[src/rtl/skip_unit.sv]
// PDP-8 skip-condition evaluator: OPR group-2 skips, ISZ increment/skip and IOT
// device-flag skips. The decision is registered and held until the PC logic takes it.
module skip_unit #(
   parameter int WIDTH = 12,
   parameter int NDEV  = 8,
   parameter int DSW   = (NDEV > 2) ? $clog2(NDEV) : 1
) (
   input  logic             clk,
   input  logic             rst_n,
   input  logic             EVAL,
   input  logic [1:0]       MODE,
   input  logic [WIDTH-1:0] AC,
   input  logic             LINK,
   input  logic             SZASNA,
   input  logic             SMASPA,
   input  logic             SNLSZL,
   input  logic             TSTINV,
   input  logic [WIDTH-1:0] MEM,
   input  logic [DSW-1:0]   DEVSEL,
   input  logic [NDEV-1:0]  DEVFLAG,
   input  logic             TAKE,
   output logic             BUSY,
   output logic             DONE,
   output logic             SKIP,
   output logic [WIDTH-1:0] ISZ_RESULT,
   output logic             ISZ_WE,
   output logic             OVERRUN
);

   typedef enum logic [1:0] {S_IDLE, S_CALC, S_HOLD} state_t;

   localparam logic [1:0] M_OPR = 2'b00;
   localparam logic [1:0] M_ISZ = 2'b01;
   localparam logic [1:0] M_IOT = 2'b10;

   state_t           r_state;
   logic [1:0]       r_mode;
   logic [WIDTH-1:0] r_ac, r_mem, r_isz_res;
   logic             r_link, r_sza, r_sma, r_snl, r_inv, r_flag;
   logic             r_busy, r_done, r_skip, r_isz_we, r_overrun;

   logic             w_dev_flag, w_opr_c, w_skip, w_accept;
   logic [WIDTH-1:0] w_inc;

   // Out-of-range device selects read as a cleared flag.
   always_comb begin
      w_dev_flag = 1'b0;
      for (int i = 0; i < NDEV; i++)
         if (32'(DEVSEL) == i) w_dev_flag = DEVFLAG[i];
   end

   assign w_inc   = r_mem + 1'b1;
   assign w_opr_c = (r_sza & ~|r_ac) | (r_sma & r_ac[WIDTH-1]) | (r_snl & r_link);

   always_comb begin
      w_skip = 1'b0;
      case (r_mode)
         M_OPR:   w_skip = w_opr_c ^ r_inv;
         M_ISZ:   w_skip = ~|w_inc;
         M_IOT:   w_skip = r_flag;
         default: w_skip = 1'b0;
      endcase
   end

   assign w_accept = EVAL & ((r_state == S_IDLE) | ((r_state == S_HOLD) & TAKE));

   always_ff @(posedge clk or negedge rst_n) begin
      if (!rst_n) begin
         r_state   <= S_IDLE;
         r_mode    <= '0;
         r_ac      <= '0;
         r_mem     <= '0;
         r_isz_res <= '0;
         r_link    <= 1'b0;
         r_sza     <= 1'b0;
         r_sma     <= 1'b0;
         r_snl     <= 1'b0;
         r_inv     <= 1'b0;
         r_flag    <= 1'b0;
         r_busy    <= 1'b0;
         r_done    <= 1'b0;
         r_skip    <= 1'b0;
         r_isz_we  <= 1'b0;
         r_overrun <= 1'b0;
      end else begin
         r_done   <= 1'b0;
         r_isz_we <= 1'b0;
         if (w_accept) begin
            r_mode <= MODE;
            r_ac   <= AC;
            r_link <= LINK;
            r_sza  <= SZASNA;
            r_sma  <= SMASPA;
            r_snl  <= SNLSZL;
            r_inv  <= TSTINV;
            r_mem  <= MEM;
            r_flag <= w_dev_flag;
         end
         case (r_state)
            S_IDLE: begin
               if (EVAL) begin
                  r_state <= S_CALC;
                  r_busy  <= 1'b1;
               end
            end
            S_CALC: begin
               r_state <= S_HOLD;
               r_skip  <= w_skip;
               r_done  <= 1'b1;
               if (r_mode == M_ISZ) begin
                  r_isz_we  <= 1'b1;
                  r_isz_res <= w_inc;
               end
               if (EVAL) r_overrun <= 1'b1;
            end
            S_HOLD: begin
               if (TAKE) begin
                  r_skip <= 1'b0;
                  if (EVAL) r_state <= S_CALC;
                  else begin
                     r_state <= S_IDLE;
                     r_busy  <= 1'b0;
                  end
               end else if (EVAL) begin
                  r_overrun <= 1'b1;
               end
            end
            default: begin
               r_state <= S_IDLE;
               r_busy  <= 1'b0;
            end
         endcase
      end
   end

   assign BUSY       = r_busy;
   assign DONE       = r_done;
   assign SKIP       = r_skip;
   assign ISZ_RESULT = r_isz_res;
   assign ISZ_WE     = r_isz_we;
   assign OVERRUN    = r_overrun;

endmodule

[config.mk]
export PLATFORM = sky130hd
export DESIGN_NAME = skip_unit
export DESIGN_NICKNAME = d
export VERILOG_FILES = /design/src/rtl/skip_unit.sv
export SDC_FILE = /design/constraint.sdc
export NUM_CORES = 1
export LEC_CHECK = 0
export ABC_AREA = 1
export CAP_MARGIN = 20
export CORE_MARGIN = 1
export CORE_UTILIZATION = 52
export DETAILED_ROUTE_END_ITERATION = 6
export GPL_ROUTABILITY_DRIVEN = 0
export PLACE_DENSITY = 0.85
export SETUP_SLACK_MARGIN = 0.1
export SLEW_MARGIN = 30
export SYNTH_ARGS = -nofsm -noshare
export SYNTH_HDL_FRONTEND = slang
export SYNTH_SLANG_ARGS = --single-unit
[constraint.sdc]
create_clock -name clk -period 4.2 [get_ports clk]
set_input_delay 0.63 -clock clk [delete_from_list [all_inputs] [get_ports clk]]
set_output_delay 0.63 -clock clk [all_outputs]
set_load 0.02 [all_outputs]
# --- Yosys cells after proc, flatten, opt, wreduce, memory -nomap -nowiden ---
# Index checks and enable logic that the tools add are counted.
totals:
  register_bits: 51
  latch_bits: 0
  ramBits: 0
  romBits: 0
  in_bits: 46
  out_inout_bits: 17
  elab_cells: 80
  n_memories: 0
classes:
  n_addsub: 1
  mul: 0
  n_div: 0
  order_cmp: 0
  eq_ne: 15
  shifts: 0
  mux: 25
  n_bitwise: 10
  reduce_logical: 13
ops:
  columns: ["cell", "n"]
  rows:
  - ["$reduce_or A12 Y1", 2]
  - ["$mux W1", 18]
  - ["$add A12 B1 Y12 const B", 1]
  - ["$eq A3 B3 Y1 const B", 4]
  - ["$ne A2 B2 Y1 const B", 4]
  - ["$reduce_and A2 Y1", 4]
  - ["$eq A3 B2 Y1 const B", 2]
  - ["$pmux W1 S3", 2]
  - ["$pmux W2 S3", 1]
  - ["$and A1 B1 Y1", 5]
  - ["$eq A2 B1 Y1 const B", 2]
  - ["$eq A2 B2 Y1 const B", 2]
  - ["$logic_not A2 Y1", 2]
  - ["$mux W2", 2]
  - ["$pmux W1 S2", 2]
  - ["$reduce_and A4 Y1", 1]
  - ["$eq A3 B1 Y1 const B", 1]
  - ["$logic_not A3 Y1", 1]
  - ["$or A1 B1 Y1", 3]
  - ["$logic_not A1 Y1", 2]
  - ["$reduce_bool A2 Y1", 1]
  - ["$not A1 Y1", 1]
  - ["$xor A1 B1 Y1", 1]

# --- Longest topological paths before layout ---
depth:
  depth_word: 9
  ltp_mapped: 13
  depth_no_buf: 12

# --- Worst setup path after synthesis ---
# OpenSTA, ideal clock, no wires.
synth_path:
  path_kind: "input to register"
  startpoint: "in EVAL"
  endpoint: "reg r_inv"
  setup_ns: 0.131
  t_arrival_ns: 1.277
  t_required_ns: 4.069
  setup_slack_ns: 2.793
  cell_stages: 6
  n_path_buf: 1
  cell_sequence: "inv_1 > nor2_1 > nand2_1 > inv_2 > clkbuf_1 > o21ai_0"
synth_between:
  elab_chain_len: 1
synth_rtl:
  columns: ["item", "line", "text"]
  rows:
  - ["start, declared", "10", "input logic EVAL,"]
  - ["$and A1 B1 Y1", "65", "assign w_accept = EVAL & ((r_state == S_IDLE) | ((r_state == S_HOLD) & TAKE));"]
  - ["end signal, assigned", "78", "r_inv <= 1'b0;"]
  - ["end signal, assigned", "95", "r_inv <= TSTINV;"]
  - ["end, declared", "39", "logic r_link, r_sza, r_sma, r_snl, r_inv, r_flag;"]
# Every way passes these cells.
# A chain may end at the register's enable or synchronous reset.

# --- Final worst setup path ---
layout_path:
  startpoint: "in TAKE"
  endpoint: "reg r_ac[11]"
layout_between:
  elab_chain_len: 3
layout_rtl:
  columns: ["item", "line", "text"]
  rows:
  - ["start, declared", "21", "input logic TAKE,"]
  - ["$and A1 B1 Y1", "65", null]
  - ["$or A1 B1 Y1", "65", null]
  - ["$and A1 B1 Y1", "65", null]
  - ["end signal, assigned", "71", "r_ac <= '0;"]
  - ["end signal, assigned", "90", "r_ac <= AC;"]
  - ["end, declared", "38", "logic [WIDTH-1:0] r_ac, r_mem, r_isz_res;"]
# Every way passes these cells.

==> impl_results.md <==
- Pleak: 1.50 nW
- Share of layout cells above drive strength 1: 0.0561
- Pin count of the biggest net entering global routing: 52
- Pint: 0.00101 W
- Port Buffer Count: 62
- Nets: 420
- Initial antenna violation count: 0
- Switching pwr: 0.000556 W
- Yosys reg bits: 51
- Cell variety after synth: 27
- Post-layout min period: 2.35 ns
- Arr. time, crit path: 2.56 ns
- Status: complete, no violations
- Die span in y: 70.2 um
- Path type of the worst min-delay path: input port to asynchronous set/reset pin
- Endpoints failing hold: 0
- Clock slew at reported path FFs: 0.09 ns
- Number of CTS-inserted buffers: 5
- Die X: 70.2 um
- Slew Limit Fails: 0
- Die ar.: 0.00492 mm^2
- H-Tree Level Count: 2
- Sw frac: 0.354
- Max Cap Violations: 0
- Root Driver: clkbuf_8
- FF+latch area: 0.00128 mm^2
- Synth warn: 0
- Clock buffer depth: 2
- WP buf/inv: 3
- Seq/Total Area, Yosys: 0.528
- Initial drt markers: 113
- First-pass GRT wire length: 8360 um
- Setup TNS: 0 ns
- Clock tree from TritonCTS: yes
- Most used cell, CP: nand2_1
- Max Freq: 0.426 GHz
- Vias per Instance: 4.93
- Clock Latency Late Sink: 0.30 ns
- Critical path's top delay family: buffers and inverters
- Clk_skew: 0.00538 ns
- Core area: 0.00441 mm^2
- Normalized max-slew margin: 0.573
- Reg power frac: 0.466
- Total power: 0.00157 W
- Post-route ant nets: 0
- DR vias: 2099
- Vias in the first global route: 1922
- Power density over the cells: 500 mW/mm^2
- Worst VDD drop: 244 uV
- Setup CP Type: input port to flip-flop
- Grt total ovfl: 0
- GR Util All Layers: 0.217
- Crit end category: flip-flop
- Syn_nets: 360
- Starting Density: 0.547
- Diode count: 0
- Synth-to-Final Area Change: 29.9%
- Worst-path fanout max: 45
- RSZ-0062 raised after global routing: false
- Clock sink count: 51
- Mapped cell area: 0.00242 mm^2
- Routed wire length per instance: 11.2 um
- Post-CTS setup buffer count: 0
- # fillers: 357
- I/O pin cnt: 63
- CP required: 4.41 ns
- Logic pwr share: 0.362
- Drt total wl: 4770 um
- # hold bufs at CTS: 0
- DRT Pass-1 Iters: 5
- Dpl hpwl: 3610 um
- Clock Power Share: 0.171
- Worst-Margin Slew: 0.639 ns
- Post-CTS Resized: 0
- CP Cell Sequence: clkdlybuf4s50_1 > inv_1 > nand2_1 > nand2_1 > inv_2 > nand2_1 > o21ai_0
- DR DRC count: 0
- CP max-delay cell: inv_2
- Setup violations, final: 0
- Startpoint types: input port
- Max incr delay on CP: 0.66 ns
- Gate count of the mapped netlist: 313
- Multi-input gate area in the final layout: 981 um^2
- Row cnt: 24
- Mean Syn Cell Area: 7.72 um^2
- Period utilisation layout: 0.559
- R2R Setup Slk: 2.25 ns
==> sequential cells by signal (all words and copies together) (netlist names), 2 cells and up <==
name,count
r_mode,2
r_ac,12
r_state,2
r_mem,12
ISZ_RESULT,12
==> cells in the mapped netlist <==
cell type | number | area (um^2)
nand3b_1 | 1 | 7.51
buf_4 | 2 | 15.0
nand4_1 | 1 | 6.26
nand2_1 | 134 | 503
dfrtp_1 | 51 | 1280
ha_1 | 1 | 12.5
inv_2 | 4 | 15.0
nand3_1 | 12 | 60.1
a31oi_1 | 5 | 31.3
a211oi_1 | 1 | 7.51
a21oi_1 | 5 | 25.0
o21bai_1 | 1 | 7.51
inv_1 | 25 | 93.8
clkinv_1 | 1 | 3.75
or2_2 | 1 | 6.26
buf_2 | 4 | 20.0
o21bai_2 | 1 | 11.3
nor2_2 | 3 | 18.8
o21ai_1 | 5 | 25.0
nor2_1 | 27 | 101
o211ai_1 | 1 | 7.51
xnor2_1 | 1 | 8.76
nor2_4 | 3 | 33.8
o21ai_0 | 18 | 90.1
o31ai_1 | 1 | 7.51
clkbuf_1 | 3 | 11.3
nand3_2 | 1 | 10.0
==> worst paths after layout <==
| check | startpoint | to | cells past startpoint |
|---|---|---|---|
| worst max-delay path | TAKE | r_ac[11] | 7 |
| worst min-delay path | rst_n | SKIP | 1 |
| worst max register to register | r_state[0] | r_ac[11] | 5 |
| worst min register to register | r_ac[0] | r_ac[0] | 2 |
| max in group asynchronous | rst_n | ISZ_RESULT[7] | 1 |
| min in group clk | r_ac[0] | r_ac[0] | 2 |
==> power groups by stage <==
stage	clock network [W]	logic (W)	registers [W]
after global placement	0	0.000552	0.000733
after CTS	0.000275	0.000573	0.000732
after detailed placement	0	0.000570	0.000741
final	0.000269	0.000568	0.000731
after global routing	0.000303	0.000636	0.000752
after floorplan	0	0.000257	0.000804
==> worst register-to-register path, cell delays in order, from the launching register on <==
cell and delay [ns]:
dfrtp_1 0.41, nor2_1 0.14, nand2_1 0.40, inv_2 0.66, nand2_1 0.13, o21ai_0 0.11
==> cells by family after synthesis <==
group | Yosys count | share of synthesized area
adders and majority gates | 1 | 0.00518
DFF | 51 | 0.528
AOI/OAI and AO/OA | 38 | 0.0880
xor gates and xnor gates | 1 | 0.00363
and+or+nand+nor | 183 | 0.309
buffers and inverters | 39 | 0.0658
==> per-stage QoR <==
stage / hold slack, ns / setup slack (ns) / util / std cells / instance area [um^2]
finish: 0.341 / 1.85 / 0.711 / 426 / 3140
global route: 0.375 / 1.53 / 0.711 / 426 / 3140
CTS: 0.364 / 1.84 / 0.711 / 426 / 3140
detailed placement: 0.461 / 1.52 / 0.692 / 418 / 3050
global placement: 0.455 / 1.63 / 0.691 / 418 / 3050
floorplan: 0.334 / 2.79 / - / 313 / 2420
==> cells in the final DEF, fill, tap and decap left out <==
master	instances
nand2_1	134
clkdlybuf4s50_1	61
dfrtp_1	51
nor2_1	27
inv_1	25
o21ai_0	18
nand3_1	12
a21oi_1	5
o21ai_1	5
a31oi_1	5
clkbuf_8	5
inv_2	4
nor2_2	3
nor2_4	3
a211oi_1	1
o31ai_1	1
o211ai_1	1
nand3b_1	1
clkinv_1	1
nand3_2	1
o21bai_2	1
nand4_1	1
or2_2	1
o21bai_1	1
xnor2_1	1
ha_1	1
clkbuf_1	1
clkinvlp_4	1
clkinv_2	1
buf_4	1
==> layout make-up <==
| class | count | share of cell area |
|---|---|---|
| clock inverters | 2 | 0.00399 |
| clock buffers | 6 | 0.0231 |
| repair buffers | 62 | 0.197 |
| well taps | 52 | 0.0207 |
| multi-input cells | 223 | 0.313 |
| inverters | 30 | 0.0359 |
| flip-flops and latches | 51 | 0.407 |
==> layer usage <==
metal,routed length (um),GRT usage,part of all wire,vias to the layer above
met2,2370,0.369,0.50,72
met5,0,0,0,-
met1,2090,0.276,0.44,933
met3,268,0.0577,0.056,4
li1,-,-,-,1090
met4,44,0.0533,0.0092,0
No activity file was read; power rests on OpenSTA's default activity.
